File: config.mk
export PLATFORM = sky130hd
export DESIGN_NAME = inst_loader
export DESIGN_NICKNAME = d
export VERILOG_FILES = /design/src/rtl/inst_loader.sv
export SDC_FILE = /design/constraint.sdc
export NUM_CORES = 1
export LEC_CHECK = 0
export ABC_AREA = 0
export BUFFER_PORTS_ARGS = -buffer_cell sky130_fd_sc_hd__clkbuf_2
export CELL_PAD_IN_SITES_DETAIL_PLACEMENT = 2
export CELL_PAD_IN_SITES_GLOBAL_PLACEMENT = 2
export CORE_ASPECT_RATIO = 1.75
export CORE_MARGIN = 1.5
export CORE_UTILIZATION = 37
export CTS_BUF_LIST = sky130_fd_sc_hd__clkbuf_8
export DETAILED_ROUTE_END_ITERATION = 8
export GPL_TIMING_DRIVEN = 0
export MAX_ROUTING_LAYER = met4
export PLACE_DENSITY = 0.87
export SYNTH_ARGS = -nofsm -noshare
export SYNTH_HDL_FRONTEND = slang
export SYNTH_SLANG_ARGS = --single-unit
File: constraint.sdc
create_clock -name i_clk -period 2.6 [get_ports i_clk]
set_clock_uncertainty 0.15 [all_clocks]
set_input_delay 0.13 -clock i_clk [delete_from_list [all_inputs] [get_ports i_clk]]
set_output_delay 0.13 -clock i_clk [all_outputs]
set_load 0.05 [all_outputs]
File: src/rtl/inst_loader.sv
// Instruction-memory program loader: packs a big-endian UART byte stream into 32-bit words.
// Optional trailing XOR checksum byte after HALT is enabled by defining INST_LOADER_CHECKSUM_EN.
module inst_loader #(
  parameter int unsigned     B    = 32,
  parameter int unsigned     W    = 5,
  parameter int unsigned     PC   = 32,
  parameter logic [B-1:0]    HALT = 32'hFFFF_FFFF
) (
  input  logic          i_clk,
  input  logic          i_reset,
  input  logic          i_start,
  input  logic [7:0]    i_rx_data,
  input  logic          i_rx_valid,
  output logic          o_write,
  output logic [PC-1:0] o_addr,
  output logic [B-1:0]  o_data,
  output logic          o_busy,
  output logic          o_done,
  output logic          o_error,
  output logic [W:0]    o_count
);

`ifdef INST_LOADER_CHECKSUM_EN
  typedef enum logic [2:0] {IDLE, RECV, WRITE, CHECK, DONE} state_t;
`else
  typedef enum logic [2:0] {IDLE, RECV, WRITE, DONE} state_t;
`endif

  state_t       state;
  logic [W-1:0] idx;
  logic [1:0]   bcnt;
  logic [B-9:0] asm_q;   // first three bytes of the word under assembly
`ifdef INST_LOADER_CHECKSUM_EN
  logic [7:0]   csum;
`endif

  always_ff @(posedge i_clk or posedge i_reset) begin
    if (i_reset) begin
      state   <= IDLE;
      idx     <= '0;
      bcnt    <= '0;
      asm_q   <= '0;
      o_write <= 1'b0;
      o_addr  <= '0;
      o_data  <= '0;
      o_busy  <= 1'b0;
      o_done  <= 1'b0;
      o_error <= 1'b0;
      o_count <= '0;
`ifdef INST_LOADER_CHECKSUM_EN
      csum    <= '0;
`endif
    end else begin
      o_write <= 1'b0;
      case (state)
        IDLE, DONE: begin
          if (i_start) begin
            state   <= RECV;
            idx     <= '0;
            bcnt    <= '0;
            o_count <= '0;
            o_error <= 1'b0;
            o_busy  <= 1'b1;
            o_done  <= 1'b0;
`ifdef INST_LOADER_CHECKSUM_EN
            csum    <= '0;
`endif
          end
        end
        RECV: begin
          if (i_rx_valid) begin
            asm_q <= {asm_q[B-17:0], i_rx_data};
            bcnt  <= bcnt + 2'd1;
`ifdef INST_LOADER_CHECKSUM_EN
            csum  <= csum ^ i_rx_data;
`endif
            if (bcnt == 2'd3) begin
              o_data  <= {asm_q, i_rx_data};
              o_addr  <= {{(PC-W-2){1'b0}}, idx, 2'b00};
              o_write <= 1'b1;
              state   <= WRITE;
            end
          end
        end
        WRITE: begin
          idx     <= idx + W'(1);
          o_count <= o_count + (W+1)'(1);
          if (o_data == HALT) begin
`ifdef INST_LOADER_CHECKSUM_EN
            // A byte landing in the HALT write cycle is already the checksum byte.
            if (i_rx_valid) begin
              o_error <= (i_rx_data != csum);
              state   <= DONE;
              o_busy  <= 1'b0;
              o_done  <= 1'b1;
            end else begin
              state <= CHECK;
            end
`else
            state  <= DONE;
            o_busy <= 1'b0;
            o_done <= 1'b1;
`endif
          end else if (idx == '1) begin
            o_error <= 1'b1;
            state   <= DONE;
            o_busy  <= 1'b0;
            o_done  <= 1'b1;
          end else begin
            state <= RECV;
            // bcnt has wrapped to 0, so this byte opens the next word.
            if (i_rx_valid) begin
              asm_q <= {asm_q[B-17:0], i_rx_data};
              bcnt  <= bcnt + 2'd1;
`ifdef INST_LOADER_CHECKSUM_EN
              csum  <= csum ^ i_rx_data;
`endif
            end
          end
        end
`ifdef INST_LOADER_CHECKSUM_EN
        CHECK: begin
          if (i_rx_valid) begin
            o_error <= (i_rx_data != csum);
            state   <= DONE;
            o_busy  <= 1'b0;
            o_done  <= 1'b1;
          end
        end
`endif
        default: state <= IDLE;
      endcase
    end
  end

endmodule
==> impl_metrics.env, run 1 <==
export IMPL_start_util_pct=37.85
export IMPL_max_cap_violations=0
export IMPL_row_count=47
export IMPL_cts_tree="done"
export IMPL_ctsLongestPathBuffers=2
export IMPL_cp_arrival_ns=2.51
export IMPL_synthDistinctLibCells=33
export IMPL_total_leakage_power_uw=0.002325
export IMPL_via_count_of_the_first_global_routing_pass=2714
export IMPL_hpwlAfterDp_um=6861
export IMPL_timing_worst_setup_path_type="reg -> reg"
export IMPL_synth_seq_cells=80
export IMPL_worstHoldPathType="in -> reg"
export IMPL_timing_fmax_ghz=0.4118
export IMPL_drt_antenna_violating_nets=0
export IMPL_rsz0062_at_grt="no"
export IMPL_critical_path_required_ns=2.68
export IMPL_grt_first_pass_wirelength_um=14520
export IMPL_tritoncts_num_buffers=9
export IMPL_synth_cell_area_um2=3561
export IMPL_synth_enable_flop_cells=0
export IMPL_route_final_wire_length_um=9176
export IMPL_postSynthAreaPerCell_um2=13.80
export IMPL_yosysWarningCount=0
export IMPL_finish_instance_area_um2=4461
export IMPL_cpPeakStageDelay_ns=0.44
export IMPL_worst_ir_drop_vdd_mv=0.5482
export IMPL_outcome="complete, no violations"
export IMPL_routed_via_count=2348
export IMPL_hold_violations=0
export IMPL_pre_cts_ws_ns=0.05605
export IMPL_critical_path_top_delay_family="compound AO/OA/AOI/OAI gates"
export IMPL_detail_route_wl_per_cell_um=18.57
export IMPL_path_clk_slew_ns=0.08
export IMPL_crit_path_cell_trace="ha_1 > and3_1 > ha_1 > a21o_2 > a21oi_4 > buf_6 > mux2_4"
export IMPL_io_pin_count=86
export IMPL_core_area_um2=9409
export IMPL_areaGrowthSynthToFinish_pct=25.26
export IMPL_cp_end_kind="register"
export IMPL_final_layout_size_suffix_gt1_share_pct=46.51
export IMPL_cpMaxStageDelayCell="sky130_fd_sc_hd__dfrtp_1"
export IMPL_power_density_nw_per_um2=1287
export IMPL_antenna_cells=0
export IMPL_critPathBufInv=1
export IMPL_drtPass1Iterations=4
export IMPL_asyncSetResetFlopFracSynth_pct=100.0
export IMPL_die_extent_in_x_um=77.16
export IMPL_drtIter0Drc=79
export IMPL_timing_critical_path_mode_cell="sky130_fd_sc_hd__ha_1"
export IMPL_worst_setup_path_start_kind="register"
export IMPL_detail_route_vias_per_cell=4.753
export IMPL_worst_r2r_setup_slack_ns=0.17
export IMPL_globalRouteOverflowTotal=0
export IMPL_tightestPinTransition_ns=0.7492
export IMPL_finalSetupViolCount=0
export IMPL_cts_htree_levels=3
export IMPL_gp_congestion=0.7878
export IMPL_maximum_number_of_pins_on_one_net_before_global_route_repair=42
export IMPL_chipHeight_um=132.8
export IMPL_clkSinkCount=80
export IMPL_max_slew_margin_rel_pct=50.05
export IMPL_gr_usage_all_layers_pct=19.38
export IMPL_fin_ws_ns=0.1716
export IMPL_placement_cell_area_um2=4124
export IMPL_yosysSeqAreaShare_pct=56.22
export IMPL_initial_antenna_violation_count=0
export IMPL_fillerInstances=987
export IMPL_finish_net_count=386
export IMPL_final_period_minus_worst_setup_slack_ns=2.428
export IMPL_worst_path_max_fanout=10
export IMPL_worstSkewPairLatency_ns=0.35
export IMPL_final_period_utilization_pct=93.40
export IMPL_clk_root_buffer_cell="sky130_fd_sc_hd__clkbuf_8"
export IMPL_ys_dominant_reg_cell="sky130_fd_sc_hd__dfrtp_1"
export IMPL_postSynthCellCount=258
export IMPL_most_common_cell_after_layout_fill_and_taps_aside="sky130_fd_sc_hd__dfrtp_1"
export IMPL_commonest_non_fill_non_tap_cells_in_the_layout="sky130_fd_sc_hd__dfrtp_1, sky130_fd_sc_hd__clkbuf_2, sky130_fd_sc_hd__mux2_2, sky130_fd_sc_hd__buf_4, sky130_fd_sc_hd__conb_1"
export IMPL_die_area_um2=10240
export IMPL_drc=0
export IMPL_slew_limit_fails=0
export IMPL_placement_io_buffers=58
## area by class of cell
type	instances	area, um2	area share, %
plain buffers	35	254.0	5.694
repair buffers	72	432.9	9.705
flip-flops and latches	80	2002	44.88
multi-input cells	164	1384	31.02
inverters	5	21.27	0.4769
clock inverters	6	76.32	1.711
well taps	122	152.6	3.422
clock buffers	10	137.6	3.086
## repair_timing
| item | in CTS | in global routing |
|---|---|---|
| hold endpoints to repair | 56 | 0 |
| endpoints found under the setup margin | 0 | 19 |
| hold buffers | 10 | 0 |
| gates resized for setup | 0 | 0 |
| setup buffers | 0 | 3 |
## stage by stage
step	cells	setup TNS, ns	power (uW)	hold slack, ns	util, %
2_1_floorplan	284	0	4044	0.1280	-
3_3_place_gp	464	-50.51	4586	0.2308	43.59
3_5_place_dp	465	0	4741	0.03848	43.83
4_1_cts	491	0	5763	0.1274	47.17
5_1_grt	494	0	6043	0.1492	47.41
6_report	494	0	5740	0.1311	47.41
## worst min-delay path, delay by kind of cell
kind                   cells  cell delay, ns
AND/OR/NAND/NOR            1            0.20
buffers and inverters      1            0.13
AO/OA/AOI/OAI              1            0.13
## where the power goes
part | switching, uW | leakage, uW | internal, uW
Clock | 430 | 0.000120 | 555
Combinational | 1640 | 0.00118 | 951
Sequential | 441 | 0.00103 | 1730
Total | 2510 | 0.00232 | 3230
## metal layers
layer	GRT usage [%]	wire length, um	vias to the layer above
li1	-	-	1067
met1	20.16	3381	1199
met2	36.70	5350	69
met3	2.759	281	13
met4	6.061	162	0
met5	-	0	-
## registers in the layout (all words and copies together) (netlist names), 2 cells and up
signal and cells:
o_data 32, asm_q 24, o_count 6, idx 5, o_addr 5, bcnt 2
state 2
## path summary, 6_finish.rpt
kind                                       start                     end  cells past startpoint
setup / recovery              idx[0]$_DFFE_PP0P_   asm_q[18]$_DFFE_PP0P_                      7
hold / removal                        i_rx_valid     bcnt[0]$_DFFE_PP0P_                      3
setup reg to reg              idx[0]$_DFFE_PP0P_   asm_q[18]$_DFFE_PP0P_                      7
hold reg to reg            asm_q[21]$_DFFE_PP0P_  o_data[29]$_DFFE_PP0P_                      1
max in group asynchronous                i_reset  o_data[14]$_DFFE_PP0P_                      4
min in group asynchronous                i_reset   o_data[1]$_DFFE_PP0P_                      3
## synthesized netlist by cell type (2+ instances only)
cell type	instances	area share [%]
sky130_fd_sc_hd__dfrtp_1	80	56
sky130_fd_sc_hd__mux2_2	42	13
sky130_fd_sc_hd__buf_4	28	5.9
sky130_fd_sc_hd__mux2_4	19	8.0
sky130_fd_sc_hd__nand4_1	11	1.9
sky130_fd_sc_hd__nor2_1	11	1.2
sky130_fd_sc_hd__nand2_1	8	0.84
sky130_fd_sc_hd__ha_1	7	2.5
sky130_fd_sc_hd__o21ai_0	6	0.84
sky130_fd_sc_hd__xor2_1	6	1.5
sky130_fd_sc_hd__inv_1	5	0.53
sky130_fd_sc_hd__a21oi_1	4	0.56
sky130_fd_sc_hd__and3_1	3	0.53
sky130_fd_sc_hd__clkbuf_1	3	0.32
sky130_fd_sc_hd__nand2b_1	3	0.53
sky130_fd_sc_hd__a32o_1	2	0.56
sky130_fd_sc_hd__buf_2	2	0.28
sky130_fd_sc_hd__buf_6	2	0.63
sky130_fd_sc_hd__nor4_2	2	0.70
## cells by family (layout without fill, tap and decap cells)
logic type	after synthesis	in the layout	synth area share [%]
flip-flops	80	80	56.22
multiplexers	62	62	21.57
AND/OR/NAND/NOR	41	41	6.219
buffers and inverters	40	128	7.660
AO/OA/AOI/OAI	21	21	4.287
adder cells (fa/ha/maj)	7	7	2.459
XOR/XNOR	6	6	1.476
other	1	27	0.1053
Note: power is estimated with default switching activity, not from simulation.
==> inputs of run 2 (changes only) <==
- PLACE_DENSITY: 0.87 -> unset
- PLACE_DENSITY_LB_ADDON: unset -> 0.3
==> impl_metrics.env, run 2 (synthesis gave the netlist of run 1 again) <==
export IMPL_cp_startpoint="idx[0]$_DFFE_PP0P_"
export IMPL_die_area_um2=10240
export IMPL_routed_via_count=2383
export IMPL_cts_htree_levels=3
export IMPL_areaGrowthSynthToFinish_pct=24.84
export IMPL_crit_path_cell_trace="ha_1 > and3_1 > ha_1 > a21o_2 > a21oi_4 > buf_6 > mux2_4"
export IMPL_grt_first_pass_wirelength_um=14450
export IMPL_route_final_wire_length_um=9014
export IMPL_drt_antenna_violating_nets=0
export IMPL_cts_tree="done"
export IMPL_setup_total_negative_slack_ns=0
export IMPL_largest_register_ffs=32
export IMPL_timing_fmax_ghz=0.4051
export IMPL_final_period_utilization_pct=94.95
export IMPL_cts_hold_buffers=10
export IMPL_pre_cts_ws_ns=0.1043
export IMPL_timing_critical_path_mode_cell="sky130_fd_sc_hd__ha_1"
export IMPL_rsz0062_at_grt="no"
export IMPL_row_count=47
export IMPL_worst_path_max_fanout=10
export IMPL_final_layout_size_suffix_gt1_share_pct=46.88
export IMPL_hpwlAfterDp_um=6772
export IMPL_power_density_nw_per_um2=1275
export IMPL_via_count_of_the_first_global_routing_pass=2645
export IMPL_finish_net_count=383
export IMPL_globalRouteOverflowTotal=0
export IMPL_hold_slack_ns=0.08145
export IMPL_slew_limit_fails=0
export IMPL_gr_usage_all_layers_pct=19.23
export IMPL_commonest_non_fill_non_tap_cells_in_the_layout="sky130_fd_sc_hd__dfrtp_1, sky130_fd_sc_hd__clkbuf_2, sky130_fd_sc_hd__mux2_2, sky130_fd_sc_hd__buf_4, sky130_fd_sc_hd__conb_1"
export IMPL_placement_io_buffers=58
export IMPL_worstSkewPairLatency_ns=0.35
export IMPL_io_pin_count=86
export IMPL_path_clk_slew_ns=0.09
export IMPL_regToRegStartpoint="idx[0]$_DFFE_PP0P_"
export IMPL_cpPeakStageDelay_ns=0.44
export IMPL_finalSetupViolCount=0
export IMPL_clk_root_buffer_cell="sky130_fd_sc_hd__clkbuf_8"
export IMPL_max_slew_margin_rel_pct=53.03
export IMPL_drc=0
export IMPL_start_util_pct=37.85
export IMPL_final_period_minus_worst_setup_slack_ns=2.469
export IMPL_cpMaxStageDelayCell="sky130_fd_sc_hd__dfrtp_1"
export IMPL_largest_register="o_data"
export IMPL_fillerInstances=975
export IMPL_core_area_um2=9409
export IMPL_cp_arrival_ns=2.55
export IMPL_finish_utilization_pct=47.25
export IMPL_clkSinkCount=80
export IMPL_postCtsSetupRepairBufs=0
export IMPL_initial_antenna_violation_count=0
export IMPL_detail_route_vias_per_cell=4.853
export IMPL_number_of_instances_resized_during_post_cts_repair=0
export IMPL_fin_ws_ns=0.1314
export IMPL_total_leakage_power_uw=0.002295
export IMPL_most_common_cell_after_layout_fill_and_taps_aside="sky130_fd_sc_hd__dfrtp_1"
export IMPL_maximum_number_of_pins_on_one_net_before_global_route_repair=69
export IMPL_drtPass1Iterations=2
export IMPL_hold_violations=0
export IMPL_cp_end_kind="register"
export IMPL_timing_worst_setup_path_type="reg -> reg"
export IMPL_drtIter0Drc=117
export IMPL_worst_setup_path_start_kind="register"
export IMPL_die_extent_in_x_um=77.16
export IMPL_antenna_cells=0
export IMPL_max_cap_violations=0
export IMPL_ctsLongestPathBuffers=2
export IMPL_critPathBufInv=1
export IMPL_worst_ir_drop_vdd_mv=0.4496
export IMPL_critical_path_required_ns=2.69
export IMPL_chipHeight_um=132.8
export IMPL_layout_top_registers="o_data (32), asm_q (24), o_count (6)"
export IMPL_detail_route_wl_per_cell_um=18.36
export IMPL_outcome="complete, no violations"
export IMPL_gp_congestion=0.7606
export IMPL_tightestPinTransition_ns=0.7045
export IMPL_worstHoldPathType="in -> async"
export IMPL_tritoncts_num_buffers=9
export IMPL_critical_path_top_delay_family="compound AO/OA/AOI/OAI gates"
## run 2: cell types whose count changed in the layout (fill, tap and decap cells not counted), sizes merged
cell,change
bufinv,-1
buf,-3
inv,-1
clkinv,-1
clkbuf,+1
clkinvlp,+2
## run 2: path summary, 6_finish.rpt
kind / depth (start not counted) / endpoint / slack, ns
min in group i_clk: 5 / state[0]$_DFFE_PP0P_ / 0.11
worst max-delay path: 7 / asm_q[13]$_DFFE_PP0P_ / 0.13
worst min register to register: 1 / o_addr[6]$_DFFE_PP0P_ / 0.36
max in group asynchronous: 4 / o_data[31]$_DFFE_PP0P_ / 1.62
worst min-delay path: 3 / o_data[4]$_DFFE_PP0P_ / 0.08
worst max register to register: 7 / asm_q[13]$_DFFE_PP0P_ / 0.13
## run 2: report_power, final
group          total [uW]  internal (uW)  switching, uW
Clock                 968            503            465
Combinational        2520            925           1600
Sequential           2180           1730            451
## run 2: layer usage
| metal | global-route usage, % | vias up | routed length (um) |
|---|---|---|---|
| met3 | 3.310 | 16 | 280 |
| met5 | - | - | 0 |
| li1 | - | 1067 | - |
| met2 | 35.53 | 66 | 5241 |
| met4 | 6.768 | 0 | 193 |
| met1 | 20.12 | 1234 | 3299 |
## run 2: worst register-to-register path, delay by kind of cell, from the launching register on
| family | cells | cell delay [ns] |
|---|---|---|
| AND/OR/NAND/NOR | 1 | 0.20 |
| AO/OA/AOI/OAI | 2 | 0.56 |
| flip-flops | 1 | 0.44 |
| adder cells (fa/ha/maj) | 2 | 0.44 |
| buffers and inverters | 1 | 0.25 |
| multiplexers | 1 | 0.32 |
## run 2: metrics by stage
stage | cell area (um2) | cells | power (uW)
floorplan | 3659 | 284 | 4044
global placement | 4101 | 464 | 4602
detailed placement | 4131 | 465 | 4740
CTS | 4446 | 491 | 5737
global route | 4446 | 491 | 5965
finish | 4446 | 491 | 5668
## run 2: final cells by class
| type | instances | area [um2] | share of cell area, % |
|---|---|---|---|
| plain buffers | 35 | 254.0 | 5.713 |
| clock buffers | 11 | 151.4 | 3.406 |
| clock inverters | 5 | 62.56 | 1.407 |
| inverters | 5 | 21.27 | 0.4785 |
| multi-input cells | 164 | 1384 | 31.13 |
| flip-flops and latches | 80 | 2002 | 45.03 |
| well taps | 122 | 152.6 | 3.434 |
| repair buffers | 69 | 417.9 | 9.401 |
==> inputs of run 3 (changes only) <==
- PLACE_DENSITY_LB_ADDON: 0.3 -> 0.1
==> impl_metrics.env, run 3 (synthesis gave the netlist of run 1 again) <==
export IMPL_rsz0062_at_grt="no"
export IMPL_hold_violations=0
export IMPL_postCtsSetupRepairBufs=0
export IMPL_slew_limit_fails=0
export IMPL_path_clk_slew_ns=0.07
export IMPL_crit_path_cell_trace="ha_1 > and3_1 > ha_1 > a21o_2 > a21oi_4 > buf_6 > mux2_4"
export IMPL_setup_total_negative_slack_ns=0
export IMPL_worstSkewPairLatency_ns=0.36
export IMPL_chipHeight_um=132.8
export IMPL_row_count=47
export IMPL_max_slew_margin_rel_pct=49.63
export IMPL_via_count_of_the_first_global_routing_pass=2489
export IMPL_overall_power_consumption_uw=5474
export IMPL_detail_route_wl_per_cell_um=17.61
export IMPL_areaGrowthSynthToFinish_pct=23.33
export IMPL_ctsLongestPathBuffers=2
export IMPL_critical_path_top_delay_family="compound AO/OA/AOI/OAI gates"
export IMPL_worst_path_max_fanout=10
export IMPL_placement_cell_area_um2=4131
export IMPL_max_cap_violations=0
export IMPL_tritoncts_num_buffers=9
export IMPL_cts_htree_levels=3
export IMPL_drc=0
export IMPL_largest_register_ffs=32
export IMPL_detail_route_vias_per_cell=4.721
export IMPL_globalRouteOverflowTotal=0
export IMPL_drtPass1Iterations=2
export IMPL_hpwlAfterDp_um=6362
export IMPL_final_layout_size_suffix_gt1_share_pct=46.17
export IMPL_worst_ir_drop_vdd_mv=0.4290
export IMPL_maximum_number_of_pins_on_one_net_before_global_route_repair=72
export IMPL_finish_instance_area_um2=4392
export IMPL_cpMaxStageDelayCell="sky130_fd_sc_hd__dfrtp_1"
export IMPL_worst_r2r_cell_count=7
export IMPL_die_area_um2=10240
export IMPL_placement_io_buffers=58
export IMPL_antenna_cells=0
export IMPL_routed_via_count=2304
export IMPL_worst_setup_path_start_kind="register"
export IMPL_total_leakage_power_uw=0.002281
export IMPL_timing_critical_path_mode_cell="sky130_fd_sc_hd__ha_1"
export IMPL_tightestPinTransition_ns=0.7556
export IMPL_core_area_um2=9409
export IMPL_commonest_non_fill_non_tap_cells_in_the_layout="sky130_fd_sc_hd__dfrtp_1, sky130_fd_sc_hd__clkbuf_2, sky130_fd_sc_hd__mux2_2, sky130_fd_sc_hd__buf_4, sky130_fd_sc_hd__conb_1"
export IMPL_finish_net_count=383
export IMPL_cts_tree="done"
export IMPL_post_layout_nonfiller_instances=488
export IMPL_io_pin_count=86
export IMPL_worst_r2r_setup_slack_ns=0.12
export IMPL_route_final_wire_length_um=8594
export IMPL_cts_hold_buffers=10
export IMPL_finalSetupViolCount=0
export IMPL_finish_utilization_pct=46.68
export IMPL_clk_root_buffer_cell="sky130_fd_sc_hd__clkbuf_8"
export IMPL_start_util_pct=37.85
export IMPL_critical_path_required_ns=2.69
export IMPL_met1_usage_pct=20.11
export IMPL_outcome="complete, no violations"
export IMPL_gr_usage_all_layers_pct=18.69
export IMPL_initial_antenna_violation_count=0
export IMPL_timing_fmax_ghz=0.4030
export IMPL_critPathBufInv=1
export IMPL_post_place_cells=465
export IMPL_layout_top_registers="o_data (32), asm_q (24), o_count (6)"
export IMPL_worstHoldPathType="in -> async"
export IMPL_grt_first_pass_wirelength_um=13880
export IMPL_die_extent_in_x_um=77.16
export IMPL_gp_congestion=0.7750
export IMPL_most_common_cell_after_layout_fill_and_taps_aside="sky130_fd_sc_hd__dfrtp_1"
export IMPL_globalRouteMet2Util_pct=33.53
export IMPL_cp_arrival_ns=2.57
export IMPL_grt_busiest_layer="met2"
export IMPL_power_density_nw_per_um2=1246
export IMPL_number_of_instances_resized_during_post_cts_repair=0
export IMPL_cp_end_kind="register"
export IMPL_cpPeakStageDelay_ns=0.44
export IMPL_final_period_minus_worst_setup_slack_ns=2.481
export IMPL_final_period_utilization_pct=95.44
export IMPL_cp_depth=7
export IMPL_clkSinkCount=80
export IMPL_timing_worst_setup_path_type="reg -> reg"
export IMPL_largest_register="o_data"
export IMPL_grtUsageMet3_pct=2.897
export IMPL_drt_antenna_violating_nets=0
export IMPL_drtIter0Drc=69
-- run 3: cell types whose count changed in the layout (fill, tap and decap cells not counted) --
cell | before | now
sky130_fd_sc_hd__inv_6 | 2 | 0
sky130_fd_sc_hd__clkinv_2 | 0 | 1
sky130_fd_sc_hd__inv_1 | 4 | 5
sky130_fd_sc_hd__clkinvlp_4 | 2 | 0
sky130_fd_sc_hd__bufinv_16 | 1 | 0
-- run 3: where the power goes --
| group | switching [uW] | internal (uW) | leakage, uW |
|---|---|---|---|
| clock | 423 | 378 | 0.0000883 |
| combinational | 1600 | 924 | 0.00117 |
| sequential | 423 | 1730 | 0.00103 |
-- run 3: per-layer routing --
layer  vias up  share of wire [%]
met5         -                  0
met4         0                1.8
met3         9                2.7
met2        43                 58
met1      1195                 38
li1       1057                  -
-- run 3: metrics by stage --
stage | setup slack (ns) | hold slack [ns]
after global routing | 0.02239 | 0.08579
after CTS | 0.09181 | 0.05595
after floorplan | 0.2683 | 0.1280
after detailed placement | 0.1102 | -0.1102
after global placement | -0.7341 | 0.2285
final | 0.1185 | 0.06426
-- run 3: path summary, 6_finish.rpt --
check / endpoint / start
worst max-delay path: asm_q[17]$_DFFE_PP0P_ / idx[0]$_DFFE_PP0P_
max in group asynchronous: bcnt[0]$_DFFE_PP0P_ / i_reset
worst min-delay path: o_data[1]$_DFFE_PP0P_ / i_reset
min in group i_clk: bcnt[0]$_DFFE_PP0P_ / i_rx_valid
worst min register to register: o_done$_DFFE_PP0P_ / o_done$_DFFE_PP0P_
worst max register to register: asm_q[17]$_DFFE_PP0P_ / idx[0]$_DFFE_PP0P_
-- run 3: area by class of cell --
cell class | count | area, um2
fill | 1001 | 5017
sequential | 80 | 2002
multi-input combinational | 164 | 1384
timing repair buffer | 69 | 417.9
buffer | 35 | 254.0
tap | 122 | 152.6
clock buffer | 11 | 151.4
inverter | 5 | 21.27
clock inverter | 2 | 8.758
-- run 3: tightest hold or removal path, delay by kind of cell --
| kind | cells | cell delay (ns) |
|---|---|---|
| buf+inv | 3 | 0.79 |
